## config.mk

```make
export PLATFORM = sky130hd
export DESIGN_NAME = acc_dump
export DESIGN_NICKNAME = d
export VERILOG_FILES = /design/src/rtl/acc_pkg.sv /design/src/rtl/acc_addsat.sv /design/src/rtl/acc_dump.sv
export SDC_FILE = /design/constraint.sdc
export NUM_CORES = 1
export LEC_CHECK = 0
export ABC_AREA = 1
export BUFFER_PORTS_ARGS = -buffer_cell sky130_fd_sc_hd__buf_2
export CORE_MARGIN = 10
export CORE_UTILIZATION = 40
export CTS_BUF_LIST = sky130_fd_sc_hd__clkbuf_2
export DETAILED_ROUTE_END_ITERATION = 10
export SYNTH_ARGS = -nofsm -noshare
export SYNTH_HDL_FRONTEND = slang
export SYNTH_SLANG_ARGS = --single-unit
```

## constraint.sdc

```tcl
create_clock -name clk -period 2.5 [get_ports clk]
set_clock_uncertainty 0.05 [all_clocks]
set_input_delay 0.5 -clock clk [delete_from_list [all_inputs] [get_ports clk]]
set_output_delay 0.5 -clock clk [all_outputs]
set_load 0.05 [all_outputs]
```

## src/rtl/acc_pkg.sv

```systemverilog
// Shared definitions for the integrate-and-dump accumulator: op encodings and
// the sample-counter width helper.
package acc_pkg;

  localparam logic ACC_OP_ADD = 1'b0;
  localparam logic ACC_OP_SUB = 1'b1;

  // Width that can hold every value 0..n.
  function automatic int acc_cnt_w(input int n);
    return $clog2(n + 1);
  endfunction

endpackage

```

## src/rtl/acc_addsat.sv

```systemverilog
// Combinational ACC_W-bit add/subtract with carry/borrow detection.
// Build option: define ACC_SAT_EN to clamp out-of-range results instead of wrapping.
module acc_addsat
  import acc_pkg::*;
#(
  parameter int ACC_W = 8
) (
  input  logic [ACC_W-1:0] operand,
  input  logic [ACC_W-1:0] sample,
  input  logic             op,
  output logic [ACC_W-1:0] result,
  output logic             ovf
);

  logic [ACC_W:0] wide;

  // NOTE: every output of this block is assigned on every path, so no latch is inferred.
  always_comb begin
    if (op == ACC_OP_SUB) begin
      wide = {1'b0, operand} - {1'b0, sample};
    end else begin
      wide = {1'b0, operand} + {1'b0, sample};
    end
    // The extra top bit is the carry for an add and the borrow for a subtract.
    ovf = wide[ACC_W];
`ifdef ACC_SAT_EN
    if (!ovf) begin
      result = wide[ACC_W-1:0];
    end else if (op == ACC_OP_SUB) begin
      result = '0;
    end else begin
      result = '1;
    end
`else
    result = wide[ACC_W-1:0];
`endif
  end

endmodule

```

## src/rtl/acc_dump.sv

```systemverilog
// Integrate-and-dump accumulator: sums N accepted samples, emits the window total
// on a one-cycle strobe, then restarts. Build option ACC_SAT_EN selects clamping.
module acc_dump
  import acc_pkg::*;
#(
  parameter int IN_W  = 4,
  parameter int ACC_W = 8,
  parameter int N     = 10,
  localparam int CNT_W = acc_cnt_w(N)
) (
  input  logic             clk,
  input  logic             clear_n,
  input  logic             in_valid,
  input  logic [IN_W-1:0]  in,
  input  logic             sub,
  output logic [ACC_W-1:0] a,
  output logic [CNT_W-1:0] count,
  output logic             dump_valid,
  output logic [ACC_W-1:0] dump_data,
  output logic             dump_ovf
);

  localparam logic [CNT_W-1:0] LAST = CNT_W'(N - 1);

  logic [ACC_W-1:0] nxt;
  logic             step_ovf;
  logic             ovf;

  acc_addsat #(
    .ACC_W (ACC_W)
  ) u_addsat (
    .operand (a),
    .sample  (ACC_W'(in)),
    .op      (sub),
    .result  (nxt),
    .ovf     (step_ovf)
  );

  // NOTE: sequential state uses non-blocking assignments so every register
  // samples the pre-edge values of the others.
  always_ff @(posedge clk) begin
    if (!clear_n) begin
      a          <= '0;
      count      <= '0;
      ovf        <= 1'b0;
      dump_valid <= 1'b0;
      dump_data  <= '0;
      dump_ovf   <= 1'b0;
    end else begin
      dump_valid <= 1'b0;
      if (in_valid) begin
        if (count == LAST) begin
          // Window complete: publish the total including this sample and restart.
          dump_data  <= nxt;
          dump_ovf   <= ovf | step_ovf;
          dump_valid <= 1'b1;
          a          <= '0;
          count      <= '0;
          ovf        <= 1'b0;
        end else begin
          a     <= nxt;
          count <= count + CNT_W'(1);
          ovf   <= ovf | step_ovf;
        end
      end
    end
  end

endmodule

```

After elaboration in Yosys (flattened, before gate mapping)
Index checks and enable logic that the tools add are counted. Widths: inputs -> output; s select.

Add/subtract/negate cells: 3. Multiply operators: 0. Divide/modulo/power cells: 0. $lt $le $gt $ge: 0. Equal/unequal tests: 1. Shift operators: 0. Muxes and demuxes: 5. Bitwise logic cells: 1. Reduce and logical (&&, ||, !) cells: 2.

Operator list (number): $add 8x4->9 (1); $mux 9 (1); $sub 8x4->9 (1); $mux 8 (1); $add 4x1->4 const B (1); $eq 4x4->1 const B (1); $mux 4 (1); $reduce_and 2->1 (2); $mux 1 (2); $or 1x1->1 (1).

Register bits after elaboration: 23. Bits in latches: 0. Memory bits (writable): 0. ROM bits: 0. Bits of input ports: 8. Output and inout bits: 22. Word-level logic and storage cells: 18. Memories: 0.

Logic depth before layout (Yosys ltp)
Gate-level depths: netlist (run 1).

Depth in word-level cells: 4. Mapped depth: 17. Mapped depth without buffers: 17.

Hierarchy
From an unflattened synthesis (run 1), not the netlist that was laid out.

Cells, all modules: 222. Area total of the unflattened synthesis: 1497.7 sq um.

Modules (own cells, without submodules): acc_dump (instances 1, cells each 101, area an instance 860.8 sq um, seq. area each 460.4 sq um); acc_addsat (instances 1, cells each 121, area an instance 636.9 sq um, seq. area each 0.0 sq um).

Worst setup path after synthesis (run 1)
No wires, ideal clock.

Path type: input to register. From: input port in[2]. To: register dump_ovf. Setup time: 0.113 ns. Arrival time: 1.987 ns. Data required time: 2.337 ns. Path slack: 0.350 ns. Stages on the path: 14. Buffers on the path: 0. Cell sequence: nor3_1 ha_1 o21ai_0 ha_1 nand2_1 nand2_1 inv_1 nand2_2 nand2_1 nand2_1 nand2_1 nand3_1 nand2_1 nand2_1.

Word-level cells in the longest chain between the ends: 3. Elaborated cells between the ends (all ways): 4. Those cells by class: add/sub (2); mux (1); bitwise (1).

Ends and longest elaborated chain: from (decl) (RTL line acc_dump.sv:14) `input logic [IN_W-1:0] in,`; $add 8x4->9 or $sub 8x4->9 (tied branches) (RTL line acc_addsat.sv:22, acc_addsat.sv:20); $mux 9 (*) (RTL line acc_addsat.sv:19) `if (op == ACC_OP_SUB) begin`; $or 1x1->1 (*) (RTL line acc_dump.sv:55) `dump_ovf <= ovf | step_ovf;`; to (signal assigned) (RTL line acc_dump.sv:55); to (decl) (RTL line acc_dump.sv:20) `output logic dump_ovf`.

Mark *: on every way between the ends. The rest lies on a longest branch, timed or not. A chain may end at the register's enable or synchronous reset.

Worst setup path after layout (run 1)
Same ends and word-level chain as after synthesis.

==> metrics.txt, run 1 <==
run status=finished clean; Worst-Margin Slew=0.352 ns; Yosys warning total=0; min-delay worst type=input pin to flip-flop; share of layout cells above drive strength 1=0.215; DP HPWL=2520 um; Mapped Avg Cell Area=6.89 um^2; Clock Pin Slew Worst Setup and Hold Paths=0.24 ns; vias in the first global route=1202; CP Launch Type=input pin; ys flop type=dfxtp_1; CTS root buffer=clkbuf_2; fin area=1600 um^2; Initial Util=0.413; leakage=0.890 nW; FF-to-FF setup slack=0.77 ns; nets=253; FF-to-FF End=dump_ovf$_SDFFE_PN0P_; die area=6190 um^2; TritonCTS buffer count=3; hold_buf cts=0; CTS resizes=0; wire length on met2=1390 um; Synth Net Count=219; Max Freq=0.494 GHz; worst r2r src=a[0]$_SDFFE_PN0P_; clk_lat worst skew=0.34 ns; crit path time final=2.03 ns; Slew headroom=0.763; Crit Path Category=input pin to flip-flop; largest net degree at the start of global routing=15; Port Buf Inserts=29; Final WS setup=0.475 ns; pre-CTS setup slack=0.0815 ns; Fin. Hold Viols=0; Area Growth Syn to Fin=16.3%; hold path start=clear_n; final WL=3150 um; DR vias/cell=4.55; H-Tree Depth=1; Worst Hold Path EP=count[0]$_SDFFE_PN0P_; Max Buffers Root-to-Sink=2; Power Density=593 nW/um^2; met1 wire length=1500 um; number of buffers added for setup after CTS=0; 1st-pass router iterations=4; initial antenna violation count=0; synthesized flop and latch total=23; ys async rst share=0; Via Count=1269; CTS sink count=23; post-route clock period utilization=0.810; diode count=0; FF-to-FF path depth=12; Max Cap Violations=0; Post-synth EDFFs=0; Std-Cell Rows=21; CTS tree=done; DIE HEIGHT=78.7 um; CP max FO=4; Placed Area=1580 um^2; Seq/Total Area, Yosys=0.334; worst hold path stage count=3; CP Capture Type=flip-flop; setup TNS=0 ns; post-detailed-route DRC marker count=0; core area=3340 um^2; crit path DAT=2.26 ns; highest metal layer with signal wires=met4; RSZ-0062 raised after global routing=no; DR iter-0 viols=44; met3 wire length=236 um; cell area after synthesis=1380 um^2; WL/cell=11.3 um; Peak VDD IR=0.308 mV; final slew viol count=0; chip width=78.7 um; GRT Residual Overflow=0; count of cell types in the netlist=25; Required @ worst endpoint=2.73 ns; GPL Wtd Cong=0.812; I/O pins=30; Cells after Synth=200; Detail Route Antenna Nets=0; global-route wire length before repair=5420 um; Setup Viol. Count Final=0; Util after Layout=0.480; Total GRT Usage=0.106
## cell type report
cell class	count	area, um^2
fill	363	1730
multi-input combinational	141	779
sequential	23	460
timing repair buffer	29	145
inverter	36	138
tap	46	57.6
clock buffer	3	15.0
clock inverter	1	7.51
## per-layer routing
metal	vias to the layer above	global-route usage
met3	2	0.0433
met4	0	0.0215
met1	544	0.128
met5	-	0
met2	31	0.172
li1	692	-
## state kept, by name (all words and copies together) (netlist names)
name and flops:
a 8, dump_data 8, count 4, dump_ovf 1, dump_valid 1, ovf 1
## cell usage after synthesis, types with 2 or more instances
cell type | number | area, um^2
ha_1 | 10 | 125
dfxtp_1 | 23 | 460
o21ai_0 | 5 | 25.0
inv_1 | 31 | 116
nand3_2 | 2 | 20.0
nand3_1 | 12 | 60.1
nand2_1 | 68 | 255
xor2_1 | 2 | 17.5
a21oi_2 | 2 | 17.5
a22o_1 | 3 | 26.3
a21oi_1 | 11 | 55.1
nor3_1 | 2 | 10.0
inv_2 | 3 | 11.3
nor2_1 | 10 | 37.5
nand2_2 | 4 | 25.0
nor2_4 | 2 | 22.5
nand4_1 | 2 | 12.5
## critical path, stage by stage
cell,delay (ns)
buf_2,0.12
nor3_1,0.25
ha_1,0.27
o21ai_0,0.15
ha_1,0.30
nand2_1,0.09
nand2_1,0.07
inv_1,0.07
nand2_2,0.07
nand2_1,0.08
nand2_1,0.05
nand2_1,0.06
nand3_1,0.08
nand2_1,0.07
nand2_1,0.04
## worst max-delay path by stage
stage | from | to | slack [ns] | cells past startpoint
2_1_floorplan | in[2] | dump_ovf$_SDFFE_PN0P_ | 0.35 | 14
3_3_place_gp | in[0] | dump_data[7]$_SDFFE_PN0P_ | 0.09 | 15
3_5_place_dp | in[2] | dump_ovf$_SDFFE_PN0P_ | 0.08 | 15
4_1_cts | in[2] | dump_ovf$_SDFFE_PN0P_ | 0.49 | 15
5_1_grt | in[2] | dump_ovf$_SDFFE_PN0P_ | 0.32 | 15
6_report | in[2] | dump_ovf$_SDFFE_PN0P_ | 0.47 | 15
## metrics by stage
stage	instances	hold WS, ns	power [mW]
floorplan	200	0.461	0.715
global placement	275	0.388	0.799
detailed placement	275	0.388	0.798
CTS	279	0.344	0.963
global route	279	0.361	1.02
finish	279	0.362	0.950
## layout by cell type (no fill, tap or decap), types with 3 or more instances in the layout
cell type / count
dfxtp_1: 23
ha_1: 10
nand3_1: 12
clkbuf_2: 3
o21ai_0: 5
buf_2: 29
a22o_1: 3
nor2_1: 10
nand2_2: 4
a21oi_1: 11
inv_2: 3
nand2_1: 68
inv_1: 31
## cell families (layout without fill, tap and decap cells)
group / after synthesis / count (layout) / synth area share
flops: 23 / 23 / 0.334
simple gates: 104 / 104 / 0.334
buf+inv: 36 / 69 / 0.0999
compound gates: 22 / 22 / 0.0954
fa+ha+maj: 11 / 11 / 0.105
xor+xnor: 4 / 4 / 0.0309
## report_power, final
| part | total (mW) | switching (mW) | internal [mW] |
|---|---|---|---|
| registers | 0.408 | 0.0177 | 0.391 |
| logic | 0.382 | 0.260 | 0.121 |
| clock network | 0.160 | 0.123 | 0.0371 |
No activity file was read; power rests on OpenSTA's default activity.
==> run 2, diff against run 1 <==
- clock period: 2.5 -> 1.65 ns (I/O delays scaled with it)
==> metrics.txt, run 2 (synthesis results as in run 1) <==
1st-pass router iterations=4; die area=6190 um^2; Fin. Hold Viols=0; CP Launch Type=input pin; Power Density=856 nW/um^2; Std-Cell Rows=21; CTS sink count=23; FF-to-FF setup slack=-0.01 ns; CTS root buffer=clkbuf_2; H-Tree Depth=1; CP Capture Type=flip-flop; Crit Path Category=input pin to flip-flop; WL/cell=13.0 um; final WL=3780 um; fin area=1950 um^2; Tot Pwr=1.67 mW; Max Freq=0.593 GHz; crit path DAT=1.90 ns; Placed Area=1690 um^2; Final WS setup=-0.0357 ns; final std cells w/o fill=291; crit path time final=1.69 ns; worst path cell trace=buf_8 > nor3_4 > ha_4 > o21ai_4 > ha_4 > nand2_2 > inv_2 > nand2_2 > nand2_4 > nand2_4 > nand2_2 > nand2_2 > nand3_2 > nand2_2 > nand2_2; hold_ws=0.181 ns; most frequent cells in the layout=nand2_1, buf_2, inv_1; pre-CTS setup slack=-0.511 ns; leakage=0.991 nW; largest registers=a: 8 flops, dump_data: 8 flops, count: 4 flops; run status=finished with violations; Max Cap Violations=0; DR iter-0 viols=56; Slew headroom=0.746; CP max FO=4; clk_lat worst skew=0.35 ns; placed cell count=285; global-route wire length before repair=6240 um; Required @ worst endpoint=1.87 ns; post-detailed-route DRC marker count=0; DIE HEIGHT=78.7 um; Total GRT Usage=0.122; worst r2r src=a[0]$_SDFFE_PN0P_; violated checks=setup timing; FF-to-FF End=dump_ovf$_SDFFE_PN0P_; setup TNS=-0.0667 ns; most frequent CP cell=nand2_2; Area Growth Syn to Fin=41.2%; Setup Viol. Count Final=3; most common cell after layout, fill and taps aside=nand2_1; GRT Residual Overflow=0; Detail Route Antenna Nets=0; core area=3340 um^2; Peak VDD IR=0.579 mV; largest net degree at the start of global routing=13; Worst path slowest cell=ha_4; DP HPWL=2730 um; Max Buffers Root-to-Sink=2; hold_buf cts=0; vias in the first global route=1399; initial antenna violation count=0; Via Count=1355; CP Launch Point=in[0]; Util after Layout=0.583; diode count=0; post-route clock period utilization=1.02; chip width=78.7 um; FF-to-FF path depth=12; Worst-Margin Slew=0.379 ns; Critical Path Sink=dump_ovf$_SDFFE_PN0P_; min-delay worst type=input pin to flip-flop; share of layout cells above drive strength 1=0.424; final slew viol count=0; nets=265; Clock Pin Slew Worst Setup and Hold Paths=0.24 ns; DR vias/cell=4.66; I/O pins=30; slowest stage delay, CP=0.24 ns; Initial Util=0.413; CTS tree=done; TritonCTS buffer count=3; RSZ-0062 raised after global routing=yes; GPL Wtd Cong=0.860; Port Buf Inserts=29
run 2: cell types whose count changed in the layout (fill, tap and decap cells not counted), moves of 3 or more:
cell     change
nand3_2      +3
inv_1        -7
nand2_2     +11
ha_4         +7
ha_1         -7
buf_4       +11
nand2_4      +3
nand3_1      -3
buf_2        -3
nand2_1     -14
inv_2        +4
run 2: what timing repair did:
action	4_1_cts	5_1_grt
buffers inserted	3	1
hold endpoints to repair	0	0
pin swaps	8	25
gates resized for setup	19	32
setup endpoints to repair	7	13
run 2: worst min-delay path by stage:
stage | start | to | slack [ns] | cells after the start
2_1_floorplan | clear_n | count[0]$_SDFFE_PN0P_ | 0.42 | 2
3_3_place_gp | dump_data[5]$_SDFFE_PN0P_ | dump_data[5]$_SDFFE_PN0P_ | 0.39 | 2
3_5_place_dp | dump_data[6]$_SDFFE_PN0P_ | dump_data[6]$_SDFFE_PN0P_ | 0.39 | 2
4_1_cts | clear_n | count[0]$_SDFFE_PN0P_ | 0.17 | 3
5_1_grt | clear_n | count[0]$_SDFFE_PN0P_ | 0.20 | 3
6_report | clear_n | count[0]$_SDFFE_PN0P_ | 0.18 | 3
run 2: report_power, final:
| part | switching, mW | internal, mW |
|---|---|---|
| registers | 0.0386 | 0.592 |
| clock network | 0.183 | 0.0640 |
| logic | 0.477 | 0.311 |
| total | 0.699 | 0.967 |
run 2: cell type report:
cell class                      count  area (um^2)
Inverter                           36          148
Sequential cell                    23          462
Multi-Input combinational cell    141          993
Fill cell                         341         1390
Tap cell                           46         57.6
Timing Repair Buffer               41          265
Clock buffer                        4         20.0
run 2: routing by layer:
metal  track usage  vias up  part of all wire  routed length, um
met5             0        -                 0                  0
met4        0.0269        0             0.012                 45
met3        0.0308        6             0.034                130
met2         0.210       18              0.47               1760
met1         0.148      616              0.49               1840
li1              -      715                 -                  -
run 2: critical path: cells and delay by family:
family	cells	cell delay, ns
and+or+nand+nor	10	0.79
adders and majority gates	2	0.48
buffers and inverters	2	0.15
AOI/OAI and AO/OA	1	0.17
==> run 3, diff against run 2 <==
--- a/config.mk
+++ b/config.mk
@@ -8,5 +8,5 @@
 export ABC_AREA = 1
 export BUFFER_PORTS_ARGS = -buffer_cell sky130_fd_sc_hd__buf_2
-export CORE_MARGIN = 10
+export CORE_MARGIN = 8
 export CORE_UTILIZATION = 40
 export CTS_BUF_LIST = sky130_fd_sc_hd__clkbuf_2
@@ -15,2 +15,3 @@
 export SYNTH_HDL_FRONTEND = slang
 export SYNTH_SLANG_ARGS = --single-unit
+export TNS_END_PERCENT = 50
==> constraint.sdc (replaced) <==
create_clock -name clk -period 1.65 [get_ports clk]
set_clock_uncertainty 0.05 [all_clocks]
set_input_delay 0.2475 -clock clk [delete_from_list [all_inputs] [get_ports clk]]
set_output_delay 0.2475 -clock clk [all_outputs]
set_load 0.05 [all_outputs]
==> metrics.txt, run 3 (synthesis results as in run 1) <==
run status=finished clean; vias in the first global route=1249; initial antenna violation count=0; Crit Path Category=input pin to flip-flop; final WL=3410 um; Port Buf Inserts=29; CTS sink count=23; global-route wire length before repair=5640 um; post-detailed-route DRC marker count=0; fin area=1880 um^2; Max Cap Violations=0; die area=5580 um^2; Fin. Hold Viols=0; chip width=74.7 um; DR iter-0 viols=57; Setup Viol. Count Final=0; WL/cell=11.5 um; CTS root buffer=clkbuf_2; CP Launch Type=input pin; CTS tree=done; Required @ worst endpoint=1.87 ns; DP HPWL=2620 um; Clock power frac=0.146; 1st-pass router iterations=4; hold path start=clear_n; Std-Cell Rows=21; Internal=0.948 mW; DR vias/cell=4.53; GPL Wtd Cong=0.840; Peak VDD IR=0.564 mV; min-delay worst type=input pin to flip-flop; Worst-Margin Slew=0.334 ns; Placed Area=1700 um^2; combinational share of power=0.462; Seq pwr share=0.392; crit path time final=1.65 ns; Total GRT Usage=0.130; leakage=0.981 nW; post-route clock period utilization=0.999; Initial Util=0.416; most frequent cells in the layout=nand2_1, buf_2, inv_1; Max Buffers Root-to-Sink=2; CP Launch Point=in[1]; Max Freq=0.607 GHz; DIE HEIGHT=74.7 um; most common cell after layout, fill and taps aside=nand2_1; CP max FO=5; H-Tree Depth=1; I/O pins=30; Area Growth Syn to Fin=36.7%; placed cell count=287; Detail Route Antenna Nets=0; share of layout cells above drive strength 1=0.384; TritonCTS buffer count=3; nets=270; Util after Layout=0.569; GRT Residual Overflow=0; core area=3310 um^2; final slew viol count=0; largest registers=a: 8 flops, dump_data: 8 flops, count: 4 flops; diode count=0; worst r2r src=a[0]$_SDFFE_PN0P_; Sw Ratio=0.410; Clock Pin Slew Worst Setup and Hold Paths=0.22 ns; Via Count=1342; Slew headroom=0.776; clk_lat worst skew=0.34 ns; crit path DAT=1.87 ns; Power Density=854 nW/um^2; CP Capture Type=flip-flop; RSZ-0062 raised after global routing=yes; final std cells w/o fill=296; largest net degree at the start of global routing=15; sw power=0.660 mW
==> run 3: power by group through the flow <==
stage          logic [mW]  clock network, mW  registers, mW
2_1_floorplan       0.356                  0          0.741
3_3_place_gp        0.648                  0          0.636
6_report            0.742              0.235          0.630
5_1_grt             0.814              0.266          0.635
3_5_place_dp        0.645                  0          0.636
4_1_cts             0.663              0.252          0.626
==> run 3: what timing repair did <==
item | 4_1_cts | 5_1_grt
gates resized for setup | 6 | 25
buffers inserted | 1 | 4
hold buffers | 0 | 0
setup endpoints to repair | 4 | 14
pin swaps | 8 | 16
==> run 3: per-stage QoR <==
step           setup TNS (ns)  setup WS [ns]  power (mW)  hold WS (ns)
2_1_floorplan          -0.551         -0.141        1.10         0.333
3_3_place_gp            -4.86         -0.413        1.28         0.384
3_5_place_dp            -4.85         -0.414        1.28         0.388
4_1_cts                     0        0.00992        1.54        0.0841
5_1_grt                -0.287        -0.0909        1.72         0.120
6_report                    0        0.00237        1.61         0.119
==> run 3: final timing paths <==
| check | end | slack, ns | depth (start not counted) |
|---|---|---|---|
| hold / removal | count[0]$_SDFFE_PN0P_ | 0.12 | 3 |
| setup / recovery | dump_data[2]$_SDFFE_PN0P_ | 0.002 | 12 |
| hold reg to reg | dump_data[7]$_SDFFE_PN0P_ | 0.41 | 2 |
| setup reg to reg | dump_data[2]$_SDFFE_PN0P_ | 0.002 | 7 |
==> run 3: cell type report <==
type	instances	area (um^2)
clock inverters	1	7.51
fillers	325	1430
multi-input cells	141	925
well taps	46	57.6
inverters	36	138
clock buffers	3	15.0
flip-flops and latches	23	462
repair buffers	46	279
==> run 3: worst max-delay path, stage by stage <==
cell,delay (ns)
buf_2,0.12
inv_2,0.07
ha_4,0.12
inv_2,0.04
nor2_4,0.11
nor2_2,0.05
a22oi_2,0.20
ha_4,0.25
buf_4,0.13
buf_4,0.13
xor2_2,0.17
a22o_1,0.23
==> run 3: routing by layer <==
| metal | track usage | vias up | wire length, um |
|---|---|---|---|
| met1 | 0.170 | 591 | 1660 |
| li1 | - | 723 | - |
| met3 | 0.0293 | 2 | 137 |
| met5 | 0 | - | 0 |
| met4 | 0.0326 | 0 | 22 |
| met2 | 0.208 | 26 | 1590 |
